[src/rtl/lsu_pkg.sv]
// Shared types and helpers for the load/store unit.
package lsu_pkg;

  localparam int unsigned WORD_BYTES = 4;

  typedef enum logic [2:0] {
    LD_LB  = 3'b000,
    LD_LH  = 3'b001,
    LD_LW  = 3'b010,
    LD_LBU = 3'b100,
    LD_LHU = 3'b101
  } load_type_e;

  typedef enum logic [1:0] {
    ST_SB = 2'b00,
    ST_SH = 2'b01,
    ST_SW = 2'b10
  } store_type_e;

  typedef enum logic [2:0] {
    S_IDLE,
    S_ACC0,
    S_WAIT0,
    S_ACC1,
    S_WAIT1,
    S_RESP
  } lsu_state_e;

  // Access size in bytes; 0 marks an invalid type encoding.
  function automatic logic [2:0] access_size(input logic we, input logic [2:0] lt,
                                             input logic [1:0] st);
    logic [2:0] sz;
    sz = 3'd0;
    if (we) begin
      case (st)
        ST_SB:   sz = 3'd1;
        ST_SH:   sz = 3'd2;
        ST_SW:   sz = 3'd4;
        default: sz = 3'd0;
      endcase
    end else begin
      case (lt)
        LD_LB, LD_LBU: sz = 3'd1;
        LD_LH, LD_LHU: sz = 3'd2;
        LD_LW:         sz = 3'd4;
        default:       sz = 3'd0;
      endcase
    end
    return sz;
  endfunction

  function automatic logic is_split(input logic [1:0] off, input logic [2:0] sz);
    return ({2'b00, off} + {1'b0, sz}) > 4'd4;
  endfunction

  function automatic logic is_misaligned(input logic [1:0] off, input logic [2:0] sz);
    return is_split(off, sz) || ((sz == 3'd2) && off[0]);
  endfunction

endpackage

[src/rtl/lsu_lane_align.sv]
// Combinational byte-lane alignment: write strobes/data for both words and
// extended load data assembled from the two sampled words.
module lsu_lane_align
  import lsu_pkg::*;
(
  input  logic        we,
  input  logic [2:0]  load_type,
  input  logic [1:0]  store_type,
  input  logic [1:0]  off,
  input  logic [31:0] wdata,
  input  logic [31:0] rdata0,
  input  logic [31:0] rdata1,
  output logic        split,
  output logic [3:0]  strb0,
  output logic [3:0]  strb1,
  output logic [31:0] wdata0,
  output logic [31:0] wdata1,
  output logic [31:0] rdata_ext
);

  logic [2:0]  size;
  logic [3:0]  bmask;
  logic [7:0]  smask;
  logic [31:0] dmask;
  logic [63:0] wwide;
  logic [63:0] rwide;
  logic [31:0] rlow;

  assign size  = access_size(we, load_type, store_type);
  assign split = is_split(off, size);

  always_comb begin
    bmask = 4'h0;
    case (size)
      3'd1:    bmask = 4'h1;
      3'd2:    bmask = 4'h3;
      3'd4:    bmask = 4'hF;
      default: bmask = 4'h0;
    endcase
    dmask = {{8{bmask[3]}}, {8{bmask[2]}}, {8{bmask[1]}}, {8{bmask[0]}}};
    // A 64-bit window spanning both words turns the split into a plain shift.
    smask = {4'h0, bmask} << off;
    wwide = {32'h0, wdata & dmask} << {off, 3'b000};
    rwide = {rdata1, rdata0} >> {off, 3'b000};
    rlow  = rwide[31:0];
    strb0  = smask[3:0];
    strb1  = smask[7:4];
    wdata0 = wwide[31:0];
    wdata1 = wwide[63:32];
  end

  always_comb begin
    rdata_ext = '0;
    case (load_type)
      LD_LB:   rdata_ext = {{24{rlow[7]}}, rlow[7:0]};
      LD_LH:   rdata_ext = {{16{rlow[15]}}, rlow[15:0]};
      LD_LW:   rdata_ext = rlow;
      LD_LBU:  rdata_ext = {24'h0, rlow[7:0]};
      LD_LHU:  rdata_ext = {16'h0, rlow[15:0]};
      default: rdata_ext = '0;
    endcase
  end

endmodule

[src/rtl/lsu_mem_master.sv]
// Load/store unit driving a word-organised data RAM; splits misaligned accesses.
// Define LSU_MISALIGN_TRAP_EN to reject misaligned accesses with rsp_err instead.
module lsu_mem_master
  import lsu_pkg::*;
#(
  parameter int unsigned ADDR_W = 8,
  parameter int unsigned RD_LAT = 1
) (
  input  logic              clk,
  input  logic              reset,
  input  logic              req_valid,
  output logic              req_ready,
  input  logic              req_we,
  input  logic [31:0]       req_addr,
  input  logic [31:0]       req_wdata,
  input  logic [2:0]        req_load_type,
  input  logic [1:0]        req_store_type,
  output logic              rsp_valid,
  output logic [31:0]       rsp_rdata,
  output logic              rsp_err,
  output logic              mem_ce,
  output logic              mem_wr_en,
  output logic [ADDR_W-1:0] mem_addr,
  output logic [3:0]        mem_wstrb,
  output logic [31:0]       mem_wdata,
  input  logic [31:0]       mem_rdata
);

  localparam int unsigned CNT_W = (RD_LAT > 1) ? $clog2(RD_LAT) : 1;

  lsu_state_e state, state_nx;

  logic              we_q;
  logic [2:0]        ltype_q;
  logic [1:0]        stype_q;
  logic [1:0]        off_q;
  logic [31:0]       wdata_q;
  logic [ADDR_W-1:0] addr0_q;
  logic [ADDR_W-1:0] addr1;
  logic              err_q;
  logic [31:0]       rd0_q;
  logic [31:0]       rd1_q;
  logic [CNT_W-1:0]  cnt_q;
  logic              wait_done;
  logic              accept;
  logic              req_err;
  logic [2:0]        req_size;

  logic        split;
  logic [3:0]  strb0, strb1;
  logic [31:0] wdata0, wdata1, rdata_ext;

  lsu_lane_align u_align (
    .we         (we_q),
    .load_type  (ltype_q),
    .store_type (stype_q),
    .off        (off_q),
    .wdata      (wdata_q),
    .rdata0     (rd0_q),
    .rdata1     (rd1_q),
    .split      (split),
    .strb0      (strb0),
    .strb1      (strb1),
    .wdata0     (wdata0),
    .wdata1     (wdata1),
    .rdata_ext  (rdata_ext)
  );

  assign accept    = req_valid && req_ready;
  assign req_size  = access_size(req_we, req_load_type, req_store_type);
`ifdef LSU_MISALIGN_TRAP_EN
  assign req_err   = (req_size == 3'd0) || is_misaligned(req_addr[1:0], req_size);
`else
  assign req_err   = (req_size == 3'd0);
`endif
  assign addr1     = addr0_q + ADDR_W'(WORD_BYTES);
  assign wait_done = (cnt_q == CNT_W'(RD_LAT - 1));

  always_ff @(posedge clk or negedge reset) begin
    if (!reset) begin
      state <= S_IDLE;
    end else begin
      state <= state_nx;
    end
  end

  always_comb begin
    state_nx = state;
    case (state)
      S_IDLE:  if (accept) state_nx = req_err ? S_RESP : S_ACC0;
      S_ACC0:  state_nx = we_q ? (split ? S_ACC1 : S_RESP) : S_WAIT0;
      S_WAIT0: if (wait_done) state_nx = split ? S_ACC1 : S_RESP;
      S_ACC1:  state_nx = we_q ? S_RESP : S_WAIT1;
      S_WAIT1: if (wait_done) state_nx = S_RESP;
      S_RESP:  state_nx = S_IDLE;
      default: state_nx = S_IDLE;
    endcase
  end

  always_comb begin
    req_ready = (state == S_IDLE) && reset;
    mem_ce    = (state == S_ACC0) || (state == S_ACC1);
    mem_wr_en = mem_ce && we_q;
    mem_addr  = '0;
    mem_wstrb = '0;
    mem_wdata = '0;
    if (state == S_ACC0) mem_addr = addr0_q;
    if (state == S_ACC1) mem_addr = addr1;
    if (mem_wr_en) begin
      mem_wstrb = (state == S_ACC0) ? strb0 : strb1;
      mem_wdata = (state == S_ACC0) ? wdata0 : wdata1;
    end
    rsp_valid = (state == S_RESP);
    rsp_err   = rsp_valid && err_q;
    rsp_rdata = (rsp_valid && !err_q && !we_q) ? rdata_ext : '0;
  end

  always_ff @(posedge clk or negedge reset) begin
    if (!reset) begin
      we_q    <= 1'b0;
      ltype_q <= '0;
      stype_q <= '0;
      off_q   <= '0;
      wdata_q <= '0;
      addr0_q <= '0;
      err_q   <= 1'b0;
      rd0_q   <= '0;
      rd1_q   <= '0;
      cnt_q   <= '0;
    end else begin
      if (accept) begin
        we_q    <= req_we;
        ltype_q <= req_load_type;
        stype_q <= req_store_type;
        off_q   <= req_addr[1:0];
        wdata_q <= req_wdata;
        addr0_q <= {req_addr[ADDR_W-1:2], 2'b00};
        err_q   <= req_err;
      end
      if ((state == S_WAIT0 || state == S_WAIT1) && !wait_done) begin
        cnt_q <= cnt_q + 1'b1;
      end else begin
        cnt_q <= '0;
      end
      if (state == S_WAIT0 && wait_done) rd0_q <= mem_rdata;
      if (state == S_WAIT1 && wait_done) rd1_q <= mem_rdata;
    end
  end

endmodule

[config.mk]
export PLATFORM = sky130hd
export DESIGN_NAME = lsu_mem_master
export DESIGN_NICKNAME = d
export VERILOG_FILES = /design/src/rtl/lsu_pkg.sv /design/src/rtl/lsu_lane_align.sv /design/src/rtl/lsu_mem_master.sv
export SDC_FILE = /design/constraint.sdc
export NUM_CORES = 1
export LEC_CHECK = 0
export ABC_AREA = 1
export BUFFER_PORTS_ARGS = -buffer_cell sky130_fd_sc_hd__clkbuf_2
export CAP_MARGIN = 0
export CORE_MARGIN = 2
export CORE_UTILIZATION = 44
export DETAILED_ROUTE_END_ITERATION = 7
export PLACE_DENSITY = 0.78
export SLEW_MARGIN = 0
export SYNTH_ARGS = -nofsm -noshare
export SYNTH_HDL_FRONTEND = slang
export SYNTH_SLANG_ARGS = --single-unit
[constraint.sdc]
create_clock -name clk -period 3.23 [get_ports clk]
set_input_delay 0.4845 -clock clk [delete_from_list [all_inputs] [get_ports clk]]
set_output_delay 0.4845 -clock clk [all_outputs]
set_load 0.005 [all_outputs]
==> impl_metrics.csv <==
group,metric,value,unit
synth,netlist_instances,1077,
critical_path,reg2reg_from,"we_q",
critical_path,required,2.75,ns
synth,yosysWarnings,0,
pwr,p_sw_frac,0.4916,
detailed_routing,vias_per_cell,5.163,
cells_and_area,drive_gt1_frac,0.1887,
critical_path,rrSetupSlack,0.79,ns
die,die_h,130.4,um
cts,clock_latency,0.35,ns
cts,path_clk_slew,0.08,ns
timing,maxClockFrequency,333.5,MHz
global_route,antenna_found_initial,0,
detailed_routing,vias,7327,
critical_path,crit_path_end,"mem_wdata[0]",
placement,dpl-instance-area,7938,sq um
timing,rsz0062_at_grt,"no",
cts,cts_resized,0,
die,rows,46,
cts,ctsHoldBuffers,0,
critical_path,cp.arrival,2.51,ns
timing,period_share,0.9282,
placement,gp_congestion,0.8816,
pwr,cell_internal_pwr,4.082,mW
pwr,finalPower,8.029,mW
synth,yosysUniqueCellTypes,35,
critical_path,critical_path_class,"flip-flop to output pin",
timing,min_period,2.998,ns
pwr,p_switching,3.946,mW
detailed_routing,detail-route-antenna-nets,0,
critical_path,cp_max_fo,9,
cts,clock-sinks,107,
cts,cts_buffers,9,
critical_path,critical_path.startpoint,"ltype_q[0]",
die,die_area,16990,sq um
synth,ys_seq_area_frac,0.3811,
timing,max_slew_margin,0.3090,
die,coreArea,15770,sq um
detailed_routing,wl_per_cell,14.92,um
global_route,grt_first_pass_wirelength,33180,um
cells_and_area,diodes,0,
detailed_routing,drtIter0Drc,536,
die,ioPinCount,186,
cells_and_area,multiInputGateArea,3616,sq um
hold_path,hp-class,"primary input to asynchronous set/reset pin",
cts,cts_tree,"built",
detailed_routing,first_pass_iters,8,
pwr,seq_power_share,0.317,
timing,finalClockSkew,0.006919,ns
detailed_routing,wl,21170,um
run_status,status,"complete, no violations",
global_route,track_usage,0.2501,
synth,ys_ff_latch,107,
critical_path,endpoint_kind,"output pin",
cells_and_area,final_nets,1307,
synth,syn_avg_cell_area,6.523,sq um
global_route,gr-total-overflow,0,
timing,hold_ws,0.3195,ns
cts,root_buffer,"clkbuf_16",
placement,dp_hpwl,14880,um
cells_and_area,seq_area,2680,sq um
pwr,p_per_area,974.6,nW/um^2
cells_and_area,design_area,8238,sq um
critical_path,r2r-end,"state[2]",
cells_and_area,final_util,0.5224,
critical_path,worstRegToRegCells,13,
timing,setup_viol,0,
cts,cts.htree.levels,3,
timing,timing.final.max_slew_violations,0,
die,initial_core_util,0.4455,
synth,synth_area,7025,sq um
pwr,peakVddDrop,0.5173,mV
global_route,grt_pass1_vias,6682,
flow_run,max-cap-violations,0,
cts,post_cts_buffers,0,
timing,worst_pin_slew,1.035,ns
timing,hold_viol,0,
die,die_width,130.4,um
placement,numPortBuffers,159,
pwr,leakagePower,4.694,nW
cells_and_area,fillers,1638,
timing,fin_setup_tns,0,ns
global_route,grt_max_degree,66,
pwr,power.share.clock,0.139,
cells_and_area,syn_to_final_growth,17.26,%
pwr,combPwrFrac,0.544,
critical_path,critPathLaunchType,"flip-flop",
detailed_routing,drc_errors,0,
cts,clockBufferDepth,2,
==> stage by stage <==
step,setup slack [ns],std cells
6_report,0.2319,1419
5_1_grt,0.05449,1419
4_1_cts,0.1957,1419
3_5_place_dp,0.5867,1403
3_3_place_gp,0.5953,1403
2_1_floorplan,1.056,1079
==> cell usage in the layout, fill, tap and decap left out, types with 3 or more instances in the layout <==
cell,count
ha_1,3
inv_2,9
nor2_1,77
dfrtp_1,105
a21oi_1,67
buf_4,17
mux2i_1,15
inv_6,3
nand3_1,66
nand2_1,384
inv_1,108
conb_1,3
or2_2,8
clkbuf_2,158
mux2_2,8
nor3_1,3
o21ai_1,6
nand4_1,9
clkbuf_16,9
o21ai_0,119
==> final cells by class <==
type                    count  area share
well taps                 216     0.03281
clock inverters             5    0.007442
clock buffers              11     0.02825
flip-flops and latches    107      0.3253
inverters                 117     0.05331
repair buffers            176      0.1139
multi-input cells         787      0.4389
==> power by group through the flow <==
| stage | Clock [mW] | Combinational [mW] | Sequential [mW] |
|---|---|---|---|
| floorplan | 0 | 3.25 | 2.33 |
| global placement | 0 | 4.20 | 2.53 |
| detailed placement | 0 | 4.32 | 2.55 |
| CTS | 1.14 | 4.34 | 2.53 |
| global route | 1.20 | 4.94 | 2.62 |
| finish | 1.12 | 4.37 | 2.54 |
==> layer usage <==
layer	part of all wire	global-route usage	up-vias	wire length, um
met2	0.49	0.4306	285	10320
li1	-	-	3629	-
met5	0	0	-	0
met4	0.021	0.08073	0	449
met1	0.43	0.3198	3382	9029
met3	0.065	0.04592	31	1370
==> logic make-up after synthesis <==
| group | after synthesis | synth area share |
|---|---|---|
| flops | 107 | 0.3811 |
| simple gates | 557 | 0.3236 |
| compound gates | 200 | 0.1453 |
| buf+inv | 185 | 0.1070 |
| mux | 23 | 0.03419 |
| other cells | 1 | 0.0005338 |
| fa+ha+maj | 4 | 0.008193 |
==> state kept, by name, indices dropped and copies added (netlist names), 2 cells and up <==
| signal | count |
|---|---|
| addr0_q | 6 |
| ltype_q | 3 |
| off_q | 2 |
| rd0_q | 32 |
| rd1_q | 24 |
| state | 3 |
| stype_q | 2 |
| wdata_q | 32 |
==> critical path, stage by stage (launching register included) <==
cell	delay, ns
dfrtp_1	0.41
nor2_1	0.19
nand2_1	0.14
nand2_1	0.09
nand2_1	0.18
nand3_2	0.25
nand3_1	0.10
nand2_1	0.30
nand3_1	0.12
nor2_1	0.22
clkbuf_2	0.16
==> synthesized netlist by cell type, drive strengths merged <==
cell type | n | area [sq um]
a22o | 1 | 8.760
o211ai | 2 | 15.01
conb | 1 | 3.750
nor3 | 5 | 35.03
nor2 | 78 | 295.3
o21a | 1 | 7.510
mux2 | 8 | 90.09
nand2 | 386 | 1451
nor3b | 1 | 7.510
clkbuf | 31 | 116.4
o21bai | 1 | 7.510
nand4 | 9 | 56.30
dfrtp | 107 | 2678
fa | 1 | 20.02
a21boi | 1 | 7.510
inv | 117 | 439.2
nor4 | 1 | 21.27
mux2i | 15 | 150.1
a21oi | 68 | 344.1
nand3 | 68 | 350.3
ha | 3 | 37.54
or2 | 9 | 56.31
buf | 37 | 196.4
o21ai | 126 | 630.6
==> how the worst min path moves through the flow <==
stage	cells past startpoint	to	from	slack [ns]
after global routing	3	wdata_q[1]	req_wdata[1]	0.33
final	2	addr0_q[7]	reset	0.32
after CTS	3	wdata_q[9]	req_wdata[9]	0.33
after detailed placement	2	rd1_q[23]	rd1_q[23]	0.47
after floorplan	0	addr0_q[2]	reset	0.19
after global placement	2	rd1_q[23]	rd1_q[23]	0.46
(Power assumes the default switching activity.)
